==> src/rtl/rosc_pkg.sv <==
// Shared definitions for the ring-oscillator sample controller: FSM state
// encoding, noise LFSR geometry and counter widths.
package rosc_pkg;

  typedef enum logic [2:0] {
    ST_IDLE   = 3'd0,
    ST_SETTLE = 3'd1,
    ST_RUN    = 3'd2,
    ST_SAMPLE = 3'd3,
    ST_DONE   = 3'd4
  } state_e;

  localparam int               LFSR_W        = 16;
  // Feedback taps at stages 16,14,13,11 (bit indices 15,13,12,10)
  localparam logic [LFSR_W-1:0] LFSR_TAPS     = 16'hB400;
  localparam logic [LFSR_W-1:0] LFSR_SEED_DEF = 16'hACE1;

  localparam int SETTLE_CNT_W = 8;
  localparam int WINDOW_CNT_W = 16;

  // Bit counter must hold the value DATA_W itself without wrapping
  function automatic int bit_cnt_w(input int data_w);
    return $clog2(data_w) + 1;
  endfunction

endpackage

==> src/rtl/rosc_sample_ctrl_if.sv <==
// Request/response and oscillator-control signal bundle for rosc_sample_ctrl.
// master = requester side (also models the oscillator), slave = controller.
interface rosc_sample_ctrl_if #(
  parameter int DATA_W = 32
);
  logic              start;
  logic              abort;
  logic [31:0]       cfg_deltax;
  logic [31:0]       cfg_deltay;
  logic [7:0]        cfg_settle;
  logic [15:0]       cfg_window;
  logic              busy;
  logic [DATA_W-1:0] data;
  logic              data_valid;
  logic              data_ready;
  logic              osc_rst;
  logic              osc_enb;
  logic [31:0]       osc_deltax;
  logic [31:0]       osc_deltay;
  logic [3:0]        osc_noise;
  logic              osc_out;

  modport master (
    output start, abort, cfg_deltax, cfg_deltay, cfg_settle, cfg_window,
           data_ready, osc_out,
    input  busy, data, data_valid, osc_rst, osc_enb, osc_deltax, osc_deltay,
           osc_noise
  );

  modport slave (
    input  start, abort, cfg_deltax, cfg_deltay, cfg_settle, cfg_window,
           data_ready, osc_out,
    output busy, data, data_valid, osc_rst, osc_enb, osc_deltax, osc_deltay,
           osc_noise
  );
endinterface

==> src/rtl/rosc_lfsr.sv <==
// 16-bit Fibonacci noise LFSR. Steps only while enabled so the jitter
// sequence is tied to oscillator run time; a nonzero seed keeps it out of
// the all-zero lock-up state.
module rosc_lfsr
  import rosc_pkg::*;
#(
  parameter logic [LFSR_W-1:0] SEED = LFSR_SEED_DEF
) (
  input  logic       clk,
  input  logic       rst,
  input  logic       en,
  output logic [3:0] noise
);

  logic [LFSR_W-1:0] state_q, state_d;

  // Next state: shift left, XOR of tapped bits enters bit 0
  always_comb begin
    state_d = state_q;
    if (en) begin
      state_d = {state_q[LFSR_W-2:0], ^(state_q & LFSR_TAPS)};
    end
  end

  // State register
  always_ff @(posedge clk) begin
    if (rst) begin
      state_q <= SEED;
    end else begin
      state_q <= state_d;
    end
  end

  assign noise = state_q[3:0];

endmodule

==> src/rtl/rosc_sample_ctrl.sv <==
// Ring-oscillator sample controller: holds the oscillator in reset for a
// settle period, then alternates RUN windows and single SAMPLE cycles,
// shifting one oscillator bit per sample until DATA_W bits are collected.
module rosc_sample_ctrl
  import rosc_pkg::*;
#(
  parameter int               DATA_W    = 32,
  parameter logic [LFSR_W-1:0] LFSR_SEED = 16'hACE1
) (
  input  logic          clk,
  input  logic          rst,
  rosc_sample_ctrl_if.slave bus
);

  localparam int BCW = bit_cnt_w(DATA_W);

  state_e                  state_q, state_d;
  logic [SETTLE_CNT_W-1:0] settle_cnt_q, settle_cnt_d;
  logic [WINDOW_CNT_W-1:0] win_cnt_q, win_cnt_d;
  logic [WINDOW_CNT_W-1:0] win_len_q, win_len_d;
  logic [BCW-1:0]          bit_cnt_q, bit_cnt_d;
  logic [DATA_W-1:0]       data_q, data_d;
  logic [31:0]             deltax_q, deltax_d;
  logic [31:0]             deltay_q, deltay_d;
  logic                    in_busy;

  assign in_busy = (state_q == ST_SETTLE) || (state_q == ST_RUN) ||
                   (state_q == ST_SAMPLE);

  // Next-state, counter and data-path logic; abort in a busy state wins
  always_comb begin
    state_d      = state_q;
    settle_cnt_d = settle_cnt_q;
    win_cnt_d    = win_cnt_q;
    win_len_d    = win_len_q;
    bit_cnt_d    = bit_cnt_q;
    data_d       = data_q;
    deltax_d     = deltax_q;
    deltay_d     = deltay_q;
    if (in_busy && bus.abort) begin
      state_d   = ST_IDLE;
      data_d    = '0;
      bit_cnt_d = '0;
    end else begin
      case (state_q)
        ST_IDLE: begin
          if (bus.start && !bus.abort) begin
            deltax_d     = bus.cfg_deltax;
            deltay_d     = bus.cfg_deltay;
            settle_cnt_d = (bus.cfg_settle == '0) ? SETTLE_CNT_W'(1) : bus.cfg_settle;
            win_len_d    = (bus.cfg_window == '0) ? WINDOW_CNT_W'(1) : bus.cfg_window;
            win_cnt_d    = win_len_d;
            bit_cnt_d    = '0;
            data_d       = '0;
            state_d      = ST_SETTLE;
          end
        end
        ST_SETTLE: begin
          if (settle_cnt_q <= SETTLE_CNT_W'(1)) begin
            state_d = ST_RUN;
          end else begin
            settle_cnt_d = settle_cnt_q - 1'b1;
          end
        end
        ST_RUN: begin
          if (win_cnt_q <= WINDOW_CNT_W'(1)) begin
            state_d = ST_SAMPLE;
          end else begin
            win_cnt_d = win_cnt_q - 1'b1;
          end
        end
        ST_SAMPLE: begin
          data_d    = {data_q[DATA_W-2:0], bus.osc_out};
          bit_cnt_d = bit_cnt_q + 1'b1;
          if (bit_cnt_q == BCW'(DATA_W - 1)) begin
            state_d = ST_DONE;
          end else begin
            state_d   = ST_RUN;
            win_cnt_d = win_len_q;
          end
        end
        ST_DONE: begin
          if (bus.data_ready) begin
            state_d = ST_IDLE;
          end
        end
        default: state_d = ST_IDLE;
      endcase
    end
  end

  // Control and data registers
  always_ff @(posedge clk) begin
    if (rst) begin
      state_q      <= ST_IDLE;
      settle_cnt_q <= '0;
      win_cnt_q    <= '0;
      win_len_q    <= '0;
      bit_cnt_q    <= '0;
      data_q       <= '0;
      deltax_q     <= '0;
      deltay_q     <= '0;
    end else begin
      state_q      <= state_d;
      settle_cnt_q <= settle_cnt_d;
      win_cnt_q    <= win_cnt_d;
      win_len_q    <= win_len_d;
      bit_cnt_q    <= bit_cnt_d;
      data_q       <= data_d;
      deltax_q     <= deltax_d;
      deltay_q     <= deltay_d;
    end
  end

  // Oscillator runs only in RUN; it is held in reset everywhere except RUN/SAMPLE
  assign bus.osc_enb    = (state_q == ST_RUN);
  assign bus.osc_rst    = (state_q == ST_IDLE) || (state_q == ST_SETTLE) ||
                          (state_q == ST_DONE);
  assign bus.busy       = in_busy;
  assign bus.data_valid = (state_q == ST_DONE);
  assign bus.data       = data_q;
  assign bus.osc_deltax = deltax_q;
  assign bus.osc_deltay = deltay_q;

  rosc_lfsr #(
    .SEED (LFSR_SEED)
  ) u_lfsr (
    .clk   (clk),
    .rst   (rst),
    .en    (bus.osc_enb),
    .noise (bus.osc_noise)
  );

endmodule

==> src/flat_wrapper.sv <==
// flat-port wrapper written by rule: the top's interface ports become plain ports
module rosc_sample_ctrl_flat import rosc_pkg::*;
#(
  parameter int               DATA_W    = 32,
  parameter logic [LFSR_W-1:0] LFSR_SEED = 16'hACE1
)
  (clk, rst, bus_start, bus_abort, bus_cfg_deltax, bus_cfg_deltay, bus_cfg_settle, bus_cfg_window, bus_data_ready, bus_osc_out, bus_busy, bus_data, bus_data_valid, bus_osc_rst, bus_osc_enb, bus_osc_deltax, bus_osc_deltay, bus_osc_noise);
  rosc_sample_ctrl_if #(.DATA_W(DATA_W)) bus_i ();
  input  logic clk;
  input  logic rst;
  input wire logic [$bits(bus_i.start)-1:0] bus_start;
  input wire logic [$bits(bus_i.abort)-1:0] bus_abort;
  input wire logic [$bits(bus_i.cfg_deltax)-1:0] bus_cfg_deltax;
  input wire logic [$bits(bus_i.cfg_deltay)-1:0] bus_cfg_deltay;
  input wire logic [$bits(bus_i.cfg_settle)-1:0] bus_cfg_settle;
  input wire logic [$bits(bus_i.cfg_window)-1:0] bus_cfg_window;
  input wire logic [$bits(bus_i.data_ready)-1:0] bus_data_ready;
  input wire logic [$bits(bus_i.osc_out)-1:0] bus_osc_out;
  output wire logic [$bits(bus_i.busy)-1:0] bus_busy;
  output wire logic [$bits(bus_i.data)-1:0] bus_data;
  output wire logic [$bits(bus_i.data_valid)-1:0] bus_data_valid;
  output wire logic [$bits(bus_i.osc_rst)-1:0] bus_osc_rst;
  output wire logic [$bits(bus_i.osc_enb)-1:0] bus_osc_enb;
  output wire logic [$bits(bus_i.osc_deltax)-1:0] bus_osc_deltax;
  output wire logic [$bits(bus_i.osc_deltay)-1:0] bus_osc_deltay;
  output wire logic [$bits(bus_i.osc_noise)-1:0] bus_osc_noise;
  assign bus_i.start = bus_start;
  assign bus_i.abort = bus_abort;
  assign bus_i.cfg_deltax = bus_cfg_deltax;
  assign bus_i.cfg_deltay = bus_cfg_deltay;
  assign bus_i.cfg_settle = bus_cfg_settle;
  assign bus_i.cfg_window = bus_cfg_window;
  assign bus_i.data_ready = bus_data_ready;
  assign bus_i.osc_out = bus_osc_out;
  assign bus_busy = bus_i.busy;
  assign bus_data = bus_i.data;
  assign bus_data_valid = bus_i.data_valid;
  assign bus_osc_rst = bus_i.osc_rst;
  assign bus_osc_enb = bus_i.osc_enb;
  assign bus_osc_deltax = bus_i.osc_deltax;
  assign bus_osc_deltay = bus_i.osc_deltay;
  assign bus_osc_noise = bus_i.osc_noise;
  rosc_sample_ctrl #(.DATA_W(DATA_W), .LFSR_SEED(LFSR_SEED)) u_core (.clk(clk), .rst(rst), .bus(bus_i));
endmodule
==> config.mk <==
export PLATFORM = sky130hd
export DESIGN_NAME = rosc_sample_ctrl_flat
export DESIGN_NICKNAME = d
export VERILOG_FILES = /design/src/rtl/rosc_pkg.sv /design/src/rtl/rosc_sample_ctrl_if.sv /design/src/rtl/rosc_lfsr.sv /design/src/rtl/rosc_sample_ctrl.sv /design/src/flat_wrapper.sv
export SDC_FILE = /design/constraint.sdc
export NUM_CORES = 1
export LEC_CHECK = 0
export BUFFER_PORTS_ARGS = -buffer_cell sky130_fd_sc_hd__buf_2
export CAP_MARGIN = 20
export CORE_UTILIZATION = 38
export CTS_BUF_LIST = sky130_fd_sc_hd__clkbuf_8 sky130_fd_sc_hd__clkbuf_16
export CTS_CLUSTER_SIZE = 8
export DETAILED_ROUTE_END_ITERATION = 10
export GPL_TIMING_DRIVEN = 0
export PLACE_DENSITY = 0.66
export SLEW_MARGIN = 15
export SYNTH_ARGS = -nofsm -noshare
export SYNTH_HDL_FRONTEND = slang
export SYNTH_SLANG_ARGS = --single-unit
==> constraint.sdc <==
create_clock -name clk -period 6.65 [get_ports clk]
set_clock_uncertainty 0.1 [all_clocks]
set_input_delay 0.665 -clock clk [delete_from_list [all_inputs] [get_ports clk]]
set_output_delay 0.665 -clock clk [all_outputs]
set_load 0.005 [all_outputs]
; After elaboration in Yosys (flattened, before gate mapping)
; Index checks and enable logic that the tools add are counted.
[word_totals]
register_bits = 161
wordCells = 66
in_bits = 94
output_inout_bits = 104
[classes]
order_cmp = 2
reduce_logical = 20
n_addsub = 3
n_eq_ne = 12
n_bitwise = 1
n_mux = 19
[ops]
columns = operator, n
row1 = 16-bit two-way mux, 4
row2 = 32-bit case mux with 2 select lines, 1
row3 = 16-bit case mux with 3 select lines, 1
row4 = 32-bit two-way mux, 1
row5 = 8-bit two-way mux, 3
row6 = 16-bit by 1-bit less-or-equal comparator with 1-bit output (second input constant), 1
row7 = 16-bit logical NOT, 1
row8 = 8-bit case mux with 2 select lines, 1
row9 = 16-bit parity, 1
row10 = 16-bit by 1-bit subtractor with 16-bit output (second input constant), 1
row11 = 3-bit two-way mux, 5
row12 = 3-bit case mux with 5 select lines, 1
row13 = 6-bit case mux with 2 select lines, 1
row14 = 2-bit inequality test (second input constant), 5
row15 = 8-bit by 1-bit less-or-equal comparator with 1-bit output (second input constant), 1
row16 = 8-bit logical NOT, 1
row17 = 4-bit AND reduction, 2
row18 = 8-bit by 1-bit subtractor with 8-bit output (second input constant), 1
row19 = 6-bit by 1-bit adder with 6-bit output (second input constant), 1
row20 = 3-bit by 2-bit equality test with 1-bit output (second input constant), 2
row21 = 6-bit by 5-bit equality test with 1-bit output (second input constant), 1
row22 = 6-bit two-way mux, 1
row23 = 5-bit AND reduction, 1
row24 = 1-bit logical OR, 4
row25 = other kinds (12), 15

; Logic depth before layout (Yosys ltp)
; Gate-level depths: netlist of run 1.
[logic_depth]
word_depth = 6
depth_mapped = 8
depth_no_buf = 7

; By module
; From an unflattened synthesis of run 1, not the netlist that was laid out.
[unflattened]
cells_unflattened = 865
hier_area_um2 = 6791.5
[modules_own_cells]
columns = mod, seq_area_each_um2, cells_each, area_each_um2, n_inst
row1 = rosc_sample_ctrl, 2902.8, 806, 6142.1, 1
row2 = rosc_lfsr, 320.3, 59, 649.4, 1

; Worst setup path before layout of run 1
; No wires, ideal clock.
[synth_timing]
kind = reg2out
from = register u_core.state_q[1]
to = output bus_osc_enb
stages_incl_launch_ff = 6
required_time_ns = 5.885
n_path_buf = 2
slack_ns = 4.302
arrival_time_ns = 1.583
cell_sequence = dfxtp_1 -> nor2b_1 -> nand2_1 -> inv_1 -> clkbuf_1 -> clkbuf_1
[synth_via]
elab_chain_cells = 1
[synth_lines]
columns = element, line_no
row1 = start: declaration, rosc_sample_ctrl.sv:17  ; state_e state_q, state_d;
row2 = start signal: assignment, rosc_sample_ctrl.sv:104  ; state_q <= state_d;
row3 = 3-bit by 2-bit equality test with 1-bit output, rosc_sample_ctrl.sv:116  ; assign bus.osc_enb = (state_q == ST_RUN);
row4 = end: declaration, flat_wrapper.sv:23  ; output wire logic [$bits(bus_i.osc_enb)-1:0] bus_osc_enb;
; No other way between the ends.

; Worst setup path after layout of run 1
; Ends and elaborated chain as after synthesis.

==> metrics.sh, run 1 <==
CTS_HOLD_REPAIR.BUFFERS=0
DESIGN.FINAL.NETS=1183
CRIT_PATH_START_KIND='register'
FINALWIRELENGTH_MM=20.18
TIMING.CRITICAL_PATH.ARRIVAL_NS=3.06
P_INT_uW=1756
REPORT.POWER.TOTAL_uW=2396
POWER_FRAC_SEQ_PCT=43.5
PATH_BUF_INV=4
DIE_X_UM=134.8
OVERFLOW=0
CRITICAL-PATH-SLOWEST-CELL='nor2b_1'
PORT_BUFFERS=197
POSTSYNTH.ASYNCRESETSHARE_PCT=0
ANTENNA-DIODE-COUNT=0
TRANSITION_TIME_OF_THE_TIGHTEST_SLEW_CHECK_PIN_NS=0.9916
YOSYSSEQAREASHARE_PCT=48.11
SYNTH.LIB_CELLS_USED.DISTINCT=60
DOMINANTREGCELLSYNTH='dfxtp_1'
DR.PASS1.ITERS=5
AVGVIACOUNTPERCELL=5.186
REGTOREGSTARTPOINT='u_core.state_q[1]'
MAX-CAP-VIOLATIONS=0
DETAILEDROUTE.FIRSTITERATIONVIOLATIONS=457
TIMING.FMAX_MHz=261.8
CRIT_TYPE='register to output port'
DP_CELLS=1290
WORST-R2R-SETUP-SLACK_NS=3.77
SYNTH_TOP_CELL_AREA_SHARE_PCT=48.11
FINAL_CELL_AREA_MM2=0.008581
MAPPEDNETLISTAREA_MM2=0.006699
COUNT_OF_FLIP_FLOPS_WITH_A_BUILT_IN_ENABLE_AFTER_SYNTHESIS=0
MAPPEDNETLISTNETS=967
AREA_OF_THE_DIE_MM2=0.01816
HOLD_END='u_core.bus.osc_deltax[20]'
TIMING.CRITICAL_PATH.CELLS='nor2b_1 > nand2_1 > inv_1 > clkbuf_1 > clkbuf_1 > buf_2'
TRITONCTS='built'
LARGEST_NET_DEGREE_AT_THE_START_OF_GLOBAL_ROUTING=17
NETLIST.TOP_CELL.BY_AREA='dfxtp_1'
NUM_ROWS=48
WORST-ENDPOINT-REQUIRED_NS=5.88
POSTROUTEANTENNANETS=0
POWER.LEAKAGE_uW=0.003521
IO_PINS=198
SETUP_WS_NS=2.830
LAYOUTNONFILLERINSTCOUNT=1320
GRT_PASS1_WL_MM=31.78
WORST_PATH_DOMINANT_CELL_FAMILY='buffers and inverters'
CTS_REPAIR_RESIZE_COUNT=0
PLACEMENT.SETUP.WORST_SLACK_NS=3.376
CTS_MAX_LEVEL=4
VIA_COUNT_OF_THE_FIRST_GLOBAL_ROUTING_PASS=6365
FINALCRITICALPERIOD_NS=3.820
YS_WARN_COUNT=0
GRT_SETUP_UNREPAIRED='no'
CTS.REPORTEDPATHS.CLKPINSLEW_NS=0.07
CLK-INSERTION-DELAY-LATE_NS=0.43
FINALSETUPTNS_NS=0
TIMING.HOLD.WORST_PATH_DEPTH=2
CTS.PATH.MAX_BUFFERS=2
POST-ROUTE-DRC-COUNT=0
P_SW_SHARE_PCT=26.69
SYNTH.TOP_CELLS.BY_AREA='dfxtp_1, nand2_1, a21oi_1'
PERIOD_SHARE_PCT=57.45
COMB_POWER_SHARE_PCT=13.4
POST_SYNTH.CELL_AREA_AVG_UM2=7.718
LAYOUT_OVERHEAD_ON_THE_SYNTHESIZED_AREA_PCT=28.09
FINAL_MAX_SLEW_VIOL_COUNT=0
HOLD_PATH_CLASS='register to register'
POWER.SHARE.CLOCK_PCT=43.2
SYN_INST=868
POWER_DENSITY_mW_PER_MM2=279.2
ROUTE.VIAS.TOTAL=6846
POST-CTS-SETUP-BUFFERS=0
TRITONCTS_NUM_SINKS=161
YOSYS_REGISTER_BITS=161
SLOWEST_STAGE_DELAY_ON_CRITICAL_PATH_NS=0.56
INITIAL_ANTENNA_VIOLATION_COUNT=0
POWER.SWITCHING_uW=639.5
DIE_HEIGHT_UM=134.8
RUN_STATUS='completed'
HPWLAFTERDP_MM=14.53
SETUP_VIOL=0
CRITICAL-PATH-TOP-CELL-BY-COUNT='clkbuf_1'
MIN_FROM='u_core.bus.osc_deltax[20]'
VDD_IR_DROP_MAX_V=0.0001924
CRITICAL_PATH.MAX_FANOUT=10
CP_DEPTH=6
PLACE_AREA_MM2=0.007966
CTS_MADE_BUFFERS=17
COREAREA_MM2=0.01724
ENDPOINT_KIND='output port'
START_UTIL_PCT=38.86
REG2REG_DEPTH=8
HOLD_VIOLATIONS=0
DRIVE_GT1_SHARE_PCT=22.19
POST_DRT_WL_PER_CELL_UM=15.29
GRT_UTIL_ALL_LAYERS_PCT=22.21
PLACE.GP.CONGESTION=0.9250
MAX_SLEW_MARGIN_PCT=33.39
CLK_ROOT_BUFFER_CELL='clkbuf_16'
WORST_R2R_ENDPOINT='u_core.win_cnt_q[2]'
-- cells in the mapped netlist, drive strengths merged (3+ instances only) --
| cell | instances |
|---|---|
| nand2 | 257 |
| dfxtp | 161 |
| a21oi | 150 |
| clkbuf | 57 |
| nand3 | 54 |
| nor2 | 30 |
| o21ai | 17 |
| nor3 | 15 |
| buf | 10 |
| o31ai | 10 |
| nor4 | 9 |
| a211oi | 8 |
| inv | 8 |
| and3 | 6 |
| o211ai | 6 |
| xnor2 | 6 |
| ha | 5 |
| a311oi | 4 |
| or4 | 4 |
| a31oi | 3 |
| and4b | 3 |
| nand3b | 3 |
| o311ai | 3 |
-- layout by cell type (no fill, tap or decap), drive strengths merged, types with 3 or more instances in the layout --
cell type / Yosys / final
nand2: 257 / 257
nand3b: 3 / 3
o211ai: 6 / 6
dfxtp: 161 / 161
nand3: 54 / 54
nor4: 9 / 9
o311ai: 3 / 3
a311oi: 4 / 4
and3: 6 / 6
buf: 10 / 207
o31ai: 10 / 10
clkbuf: 57 / 74
xnor2: 6 / 6
a21oi: 150 / 150
a31oi: 3 / 3
and4b: 3 / 3
nor2: 30 / 30
clkinv: 1 / 6
o21ai: 17 / 17
a211oi: 8 / 8
ha: 5 / 5
nor3: 15 / 15
inv: 8 / 11
bufinv: 0 / 4
or4: 4 / 4
-- layout make-up --
cell class	count	area, µm²
clock buffers	17	425.4
flip-flops and latches	161	3223
clock inverters	13	188.9
plain buffers	67	282.8
repair buffers	197	985.9
inverters	9	33.78
well taps	225	281.5
fillers	1712	8656
multi-input cells	631	3159
-- sequential cells by signal (all words and copies together), names as in the netlist, 6 cells and up --
| name | cells |
|---|---|
| u_core.bus.data | 32 |
| u_core.bus.osc_deltax | 32 |
| u_core.bus.osc_deltay | 32 |
| u_core.u_lfsr.state_q | 16 |
| u_core.win_cnt_q | 16 |
| u_core.win_len_q | 16 |
| u_core.settle_cnt_q | 8 |
| u_core.bit_cnt_q | 6 |
-- how the worst max path moves through the flow --
stage          slack [ns]           to              start
2_1_floorplan        4.30  bus_osc_enb  u_core.state_q[1]
3_3_place_gp         3.36  bus_osc_enb  u_core.state_q[1]
5_1_grt              2.64  bus_osc_enb  u_core.state_q[1]
3_5_place_dp         3.38  bus_osc_enb  u_core.state_q[1]
6_report             2.83  bus_osc_enb  u_core.state_q[1]
4_1_cts              2.89  bus_osc_enb  u_core.state_q[1]
-- power groups by stage --
stage	combinational, µW	clock [µW]	sequential [µW]
global route	356	1090	1050
global placement	314	0	1060
floorplan	195	0	1060
detailed placement	316	0	1060
CTS	318	1050	1040
finish	320	1030	1040
-- metal layers --
| layer | track usage (%) | wire length [µm] |
|---|---|---|
| met1 | 28.93 | 9007 |
| met3 | 7.620 | 1971 |
| met2 | 33.96 | 8897 |
| met4 | 7.928 | 307 |
| met5 | 0 | 0 |
-- logic make-up (layout without fill, tap and decap cells) --
family          count (synthesis)  after routing  synth area share [%]
buf+inv                        76            303                 4.725
xor+xnor                        7              7                0.9152
fa+ha+maj                       5              5                0.9339
compound gates                225            225                 19.61
flops                         161            161                 48.11
mux                             3              3                0.4669
simple gates                  391            391                 25.23
-- worst register-to-register path, cell delays in order (launching register included) --
cell	delay, ns
dfxtp_1	0.45
nor2b_1	0.56
nand2_1	0.34
inv_1	0.24
nand3_1	0.19
or3_4	0.46
buf_6	0.16
a21oi_1	0.17
a311oi_1	0.07
-- per-stage QoR --
stage / hold slack (ns) / util [%]
after CTS: 0.3525 / 49.78
after global routing: 0.3538 / 49.78
after global placement: 0.3382 / 46.22
after detailed placement: 0.3433 / 46.22
final: 0.3503 / 49.78
after floorplan: 0.3321 / -
Power figures use the tool's default switching activity.
==> inputs of run 2 (changes only) <==
- clock period: 6.65 -> 3.6 ns (I/O delays scaled with it)
==> run 2 against run 1 <==
  * Combinational power grew 85%
  * Total power grew 85%
  * Register-to-register slack lost 2.8 ns
  * Sequential share of layout area is essentially flat
  * Critical path depth is the same
  * Global-route usage is the same
  * Highest routed layer unchanged
==> metrics.sh, run 2 (synthesized netlist as in run 1, its figures left out) <==
NFILLCELLS=1712
CRITICAL_PATH.MAX_FANOUT=10
WORST-R2R-SETUP-SLACK_NS=0.96
CTS_MADE_BUFFERS=17
LAYOUT.CELLS.MOST_COMMON_LIST='nand2_1, buf_2, dfxtp_1'
TIMING.CRITICAL_PATH.ARRIVAL_NS=2.79
POWER_FRAC_SEQ_PCT=43.5
MAX-CAP-VIOLATIONS=0
P_SW_SHARE_PCT=26.69
FINALWIRELENGTH_MM=20.15
CRIT_PATH_START_KIND='register'
RUN_STATUS='completed'
GRT_PASS1_WL_MM=31.78
MAX_SLEW_MARGIN_PCT=33.61
COREAREA_MM2=0.01724
CLK-INSERTION-DELAY-LATE_NS=0.43
CRIT_TYPE='register to output port'
LARGEST_NET_DEGREE_AT_THE_START_OF_GLOBAL_ROUTING=17
GR-USAGE-MET1_PCT=28.93
TRANSITION_TIME_OF_THE_TIGHTEST_SLEW_CHECK_PIN_NS=0.9882
POST-CTS-SETUP-BUFFERS=0
TRITONCTS_NUM_SINKS=161
TIMING.HOLD.WORST_PATH_DEPTH=3
WORST_R2R_ENDPOINT='u_core.bus.osc_deltay[27]'
HOLD_VIOLATIONS=0
ANTENNA-DIODE-COUNT=0
VDD_IR_DROP_MAX_V=0.0003553
REG2REG_DEPTH=7
TRITONCTS='built'
DRIVE_GT1_SHARE_PCT=22.28
P_INT_uW=3245
SETUP_VIOL=0
DETAILEDROUTE.FIRSTITERATIONVIOLATIONS=465
POWER_DENSITY_mW_PER_MM2=515.7
LAYOUT_OVERHEAD_ON_THE_SYNTHESIZED_AREA_PCT=28.13
TIMING.FMAX_MHz=307.6
DR.PASS1.ITERS=5
AVGVIACOUNTPERCELL=5.205
CLK_ROOT_BUFFER_CELL='clkbuf_16'
VIA_COUNT_OF_THE_FIRST_GLOBAL_ROUTING_PASS=6365
POSTROUTEANTENNANETS=0
AREA_OF_THE_DIE_MM2=0.01816
WORST-ENDPOINT-REQUIRED_NS=3.14
REGTOREGSTARTPOINT='u_core.state_q[0]'
HOLD_PATH_CLASS='input port to register'
COMB_POWER_SHARE_PCT=13.3
GRTUSAGEMET3_PCT=7.620
DIE_HEIGHT_UM=134.8
POST_DRT_WL_PER_CELL_UM=15.26
POWER.LEAKAGE_uW=0.003521
IO_PINS=198
CTS_MAX_LEVEL=4
PLACE.GP.CONGESTION=0.9250
PORT_BUFFERS=197
MOSTFREQUENTLAYOUTCELL='nand2_1'
OVERFLOW=0
NUM_ROWS=48
TOP_USAGE_LAYER='met2'
MIN_FROM='bus_cfg_deltax[15]'
ENDPOINT_KIND='output port'
GLOBAL_ROUTE.USAGE.MET2_PCT=33.96
INITIAL_ANTENNA_VIOLATION_COUNT=0
DESIGN.FINAL.NETS=1183
CTS.REPORTEDPATHS.CLKPINSLEW_NS=0.07
POST-ROUTE-DRC-COUNT=0
PERIOD_SHARE_PCT=90.30
DIE_X_UM=134.8
HOLD_END='u_core.bus.osc_deltax[15]'
POWER.SWITCHING_uW=1181
HPWLAFTERDP_MM=14.53
START_UTIL_PCT=38.86
FINALCRITICALPERIOD_NS=3.251
GRT_UTIL_ALL_LAYERS_PCT=22.21
GRT_SETUP_UNREPAIRED='no'
FINALSETUPTNS_NS=0
POWER.SHARE.CLOCK_PCT=43.2
FIN_HOLD_WS_NS=0.06238
ROUTE.VIAS.TOTAL=6870
FINAL_MAX_SLEW_VIOL_COUNT=0
CTS.PATH.MAX_BUFFERS=2
==> run 2: cell counts in the layout (fill, tap and decap cells not counted) <==
Identical to the previous run, type by type.
==> run 2: repair_timing <==
| item | in CTS | in global routing |
|---|---|---|
| hold buffers | 0 | 0 |
| gates resized for setup | 0 | 1 |
| setup endpoints to repair | 0 | 1 |
==> run 2: metal layers <==
| layer | wire (µm) | vias up |
|---|---|---|
| li1 | - | 3416 |
| met1 | 9000 | 3165 |
| met2 | 8933 | 268 |
| met3 | 1900 | 21 |
| met4 | 314 | 0 |
| met5 | 0 | - |
==> run 2: worst max path at each step <==
stage	end	slack (ns)	startpoint
5_1_grt	bus_osc_enb	0.14	u_core.state_q[1]
2_1_floorplan	u_core.win_cnt_q[15]	1.27	u_core.win_cnt_q[8]
4_1_cts	bus_osc_enb	0.14	u_core.state_q[1]
3_5_place_dp	bus_osc_enb	0.63	u_core.state_q[1]
3_3_place_gp	bus_osc_enb	0.62	u_core.state_q[1]
6_report	bus_osc_enb	0.35	u_core.state_q[1]
==> run 2: metrics by stage <==
stage | worst slack [ns] | total power (µW) | cell area (µm²) | util, % | instances
2_1_floorplan | 1.272 | 2314 | 6699 | - | 868
3_3_place_gp | 0.6184 | 2539 | 7966 | 46.22 | 1290
3_5_place_dp | 0.6305 | 2544 | 7966 | 46.22 | 1290
4_1_cts | 0.1421 | 4450 | 8581 | 49.78 | 1320
5_1_grt | 0.1374 | 4600 | 8583 | 49.80 | 1320
6_report | 0.3492 | 4426 | 8583 | 49.80 | 1320
==> run 2: critical path, stage by stage, from the launching register on <==
cell and delay [ns]:
dfxtp_1 0.44, nor2b_2 0.39, nand2_1 0.27, inv_1 0.22, clkbuf_1 0.44, clkbuf_1 0.40
buf_2 0.20
==> run 2: power by group through the flow <==
stage | combinational (µW) | sequential, µW | clock, µW
4_1_cts | 587 | 1920 | 1940
3_3_place_gp | 581 | 1960 | 0
5_1_grt | 657 | 1930 | 2010
6_report | 591 | 1920 | 1910
2_1_floorplan | 359 | 1950 | 0
3_5_place_dp | 583 | 1960 | 0
==> run 2: cell type report <==
type                    count  area (µm²)  share of cell area [%]
flip-flops and latches    161        3223                   37.55
multi-input cells         631        3162                   36.84
repair buffers            197       985.9                   11.49
clock buffers              17       425.4                   4.956
plain buffers              67       282.8                   3.294
well taps                 225       281.5                   3.280
clock inverters            13       188.9                   2.201
inverters                   9       33.78                  0.3936
==> inputs of run 3 (changes only) <==
- HOLD_SLACK_MARGIN: not set -> 0.02
- SLEW_MARGIN: 15 -> not set
- clock period: 3.6 -> 3 ns (I/O delays scaled with it)
==> run 3 against run 2 <==
  * Clock power is 20% higher
  * Combinational power is 31% higher
  * Wire length is 5.4% higher
  * Worst hold slack worse by 0.028 ns
  * Final area is 6.9% higher
  * First-iteration DRC count is 3.2% higher
  * Critical path depth is 2 higher
  * Non-clock buffer count is 58 higher
  * Sequential power is 20% higher
  * Core utilization is 3.4 points higher
  * Critical endpoint is now u_core.win_cnt_q[6]
  * Largest cell class unchanged
==> metrics.sh, run 3 (synthesized netlist as in run 1, its figures left out) <==
SLOWEST_STAGE_DELAY_ON_CRITICAL_PATH_NS=0.46
CLK_ROOT_BUFFER_CELL='clkbuf_16'
TRANSITION_TIME_OF_THE_TIGHTEST_SLEW_CHECK_PIN_NS=1.019
REPORT.POWER.TOTAL_uW=5381
PATH_BUF_INV=2
CRITICAL-PATH-SLOWEST-CELL='or3_4'
VIA_COUNT_OF_THE_FIRST_GLOBAL_ROUTING_PASS=6669
PERIOD_SHARE_PCT=91.84
WORST-ENDPOINT-REQUIRED_NS=3.17
FINALCRITICALPERIOD_NS=2.755
SETUP_WS_NS=0.2447
TIMING.CRITICAL_PATH.ARRIVAL_NS=2.93
PLACEMENT.SETUP.WORST_SLACK_NS=0.09055
ROUTE.VIAS.TOTAL=7149
DRIVE_GT1_SHARE_PCT=21.34
ANTENNA-DIODE-COUNT=0
ENDPOINT_KIND='register'
CRIT_PATH_START_KIND='register'
INITIAL_ANTENNA_VIOLATION_COUNT=0
OVERFLOW=0
TIMING.FMAX_MHz=362.9
HOLD_VIOLATIONS=0
DESIGN.FINAL.NETS=1241
POST-ROUTE-DRC-COUNT=0
CTS.PATH.MAX_BUFFERS=2
COREAREA_MM2=0.01724
TRITONCTS='built'
START_UTIL_PCT=38.86
CTS.REPORTEDPATHS.CLKPINSLEW_NS=0.06
POSTROUTEANTENNANETS=0
FINALWIRELENGTH_MM=21.24
MAX_SLEW_MARGIN_PCT=31.57
CRITICAL_PATH.MAX_FANOUT=15
CTS_MADE_BUFFERS=17
GRT_SETUP_UNREPAIRED='no'
FIN_HOLD_WS_NS=0.03459
HOLD_PATH_CLASS='input port to register'
MAX-CAP-VIOLATIONS=0
IO_PINS=198
DIE_HEIGHT_UM=134.8
CLK-INSERTION-DELAY-LATE_NS=0.43
DETAILEDROUTE.FIRSTITERATIONVIOLATIONS=480
PORT_BUFFERS=197
RUN_STATUS='completed'
WORST_PATH_DOMINANT_CELL_FAMILY='simple AND/OR/NAND/NOR gates'
NUM_ROWS=48
DIE_X_UM=134.8
POWER_DENSITY_mW_PER_MM2=586.5
CRIT_TYPE='register to register'
CTS_MAX_LEVEL=4
FINALSETUPTNS_NS=0
FINAL_MAX_SLEW_VIOL_COUNT=0
SETUP_VIOL=0
GRT_UTIL_ALL_LAYERS_PCT=23.32
PLACE.GP.CONGESTION=0.9250
LAYOUT_OVERHEAD_ON_THE_SYNTHESIZED_AREA_PCT=36.96
POST_DRT_WL_PER_CELL_UM=15.41
AREA_OF_THE_DIE_MM2=0.01816
VDD_IR_DROP_MAX_V=0.0004900
POST-CTS-SETUP-BUFFERS=0
LARGEST_NET_DEGREE_AT_THE_START_OF_GLOBAL_ROUTING=17
LAYOUT.CELLS.MOST_COMMON_LIST='nand2_1, buf_2, dfxtp_1'
DR.PASS1.ITERS=5
AVGVIACOUNTPERCELL=5.188
MOSTFREQUENTLAYOUTCELL='nand2_1'
TRITONCTS_NUM_SINKS=161
POWER.LEAKAGE_uW=0.003760
HPWLAFTERDP_MM=14.53
TIMING.CRITICAL_PATH.CELLS='nor2b_2 > nand2_1 > clkinvlp_4 > nand3_1 > or3_4 > buf_6 > a21oi_1 > a311oi_1'
GRT_PASS1_WL_MM=33.45
run 3: per-stage QoR:
step	instances	utilization (%)	instance area [µm²]
5_1_grt	1378	53.23	9175
4_1_cts	1378	53.20	9170
3_5_place_dp	1290	46.22	7966
6_report	1378	53.23	9175
2_1_floorplan	868	-	6699
3_3_place_gp	1290	46.22	7966
run 3: per-layer routing:
layer	track usage (%)	share of wire, %	up-vias	wire length (µm)
met4	9.675	2.1	0	449
li1	-	-	3531	-
met5	0	0	-	0
met2	36.08	45	313	9509
met3	7.545	9.1	29	1928
met1	29.81	44	3276	9352
run 3: final timing paths:
check	end	slack, ns	depth (start not counted)	from
worst max-delay path	u_core.win_cnt_q[6]	0.24	8	u_core.state_q[1]
worst max register to register	u_core.win_cnt_q[6]	0.24	8	u_core.state_q[1]
worst min-delay path	u_core.win_len_q[13]	0.03	3	bus_cfg_window[13]
worst min register to register	u_core.bus.osc_deltax[20]	0.35	2	u_core.bus.osc_deltax[20]
run 3: worst reg2reg max path, stage by stage (launching register included):
cell and delay [ns]:
dfxtp_1 0.44, nor2b_2 0.40, nand2_1 0.30, clkinvlp_4 0.32, nand3_1 0.21, or3_4 0.46, buf_6 0.16, a21oi_1 0.16
a311oi_1 0.07
run 3: layout make-up:
class / instances / area (µm²)
fill: 1606 / 8061
sequential: 161 / 3223
multi-input combinational: 631 / 3162
timing repair buffer: 256 / 1577
clock buffer: 17 / 425.4
tap: 225 / 281.5
buffer: 66 / 280.3
clock inverter: 13 / 188.9
inverter: 9 / 37.54
run 3: repair_timing:
item | 4_1_cts | 5_1_grt
gates resized for setup | 1 | 3
endpoints found under the setup margin | 1 | 16
hold endpoints to repair | 59 | 0
hold buffers | 59 | 0
run 3: report_power, final:
part,leakage [µW],switching [µW],internal (µW),total [µW]
registers,0.00131,70.9,2240,2310
logic,0.00215,460,317,777
clock network,0.000301,906,1390,2300
total,0.00376,1440,3940,5380
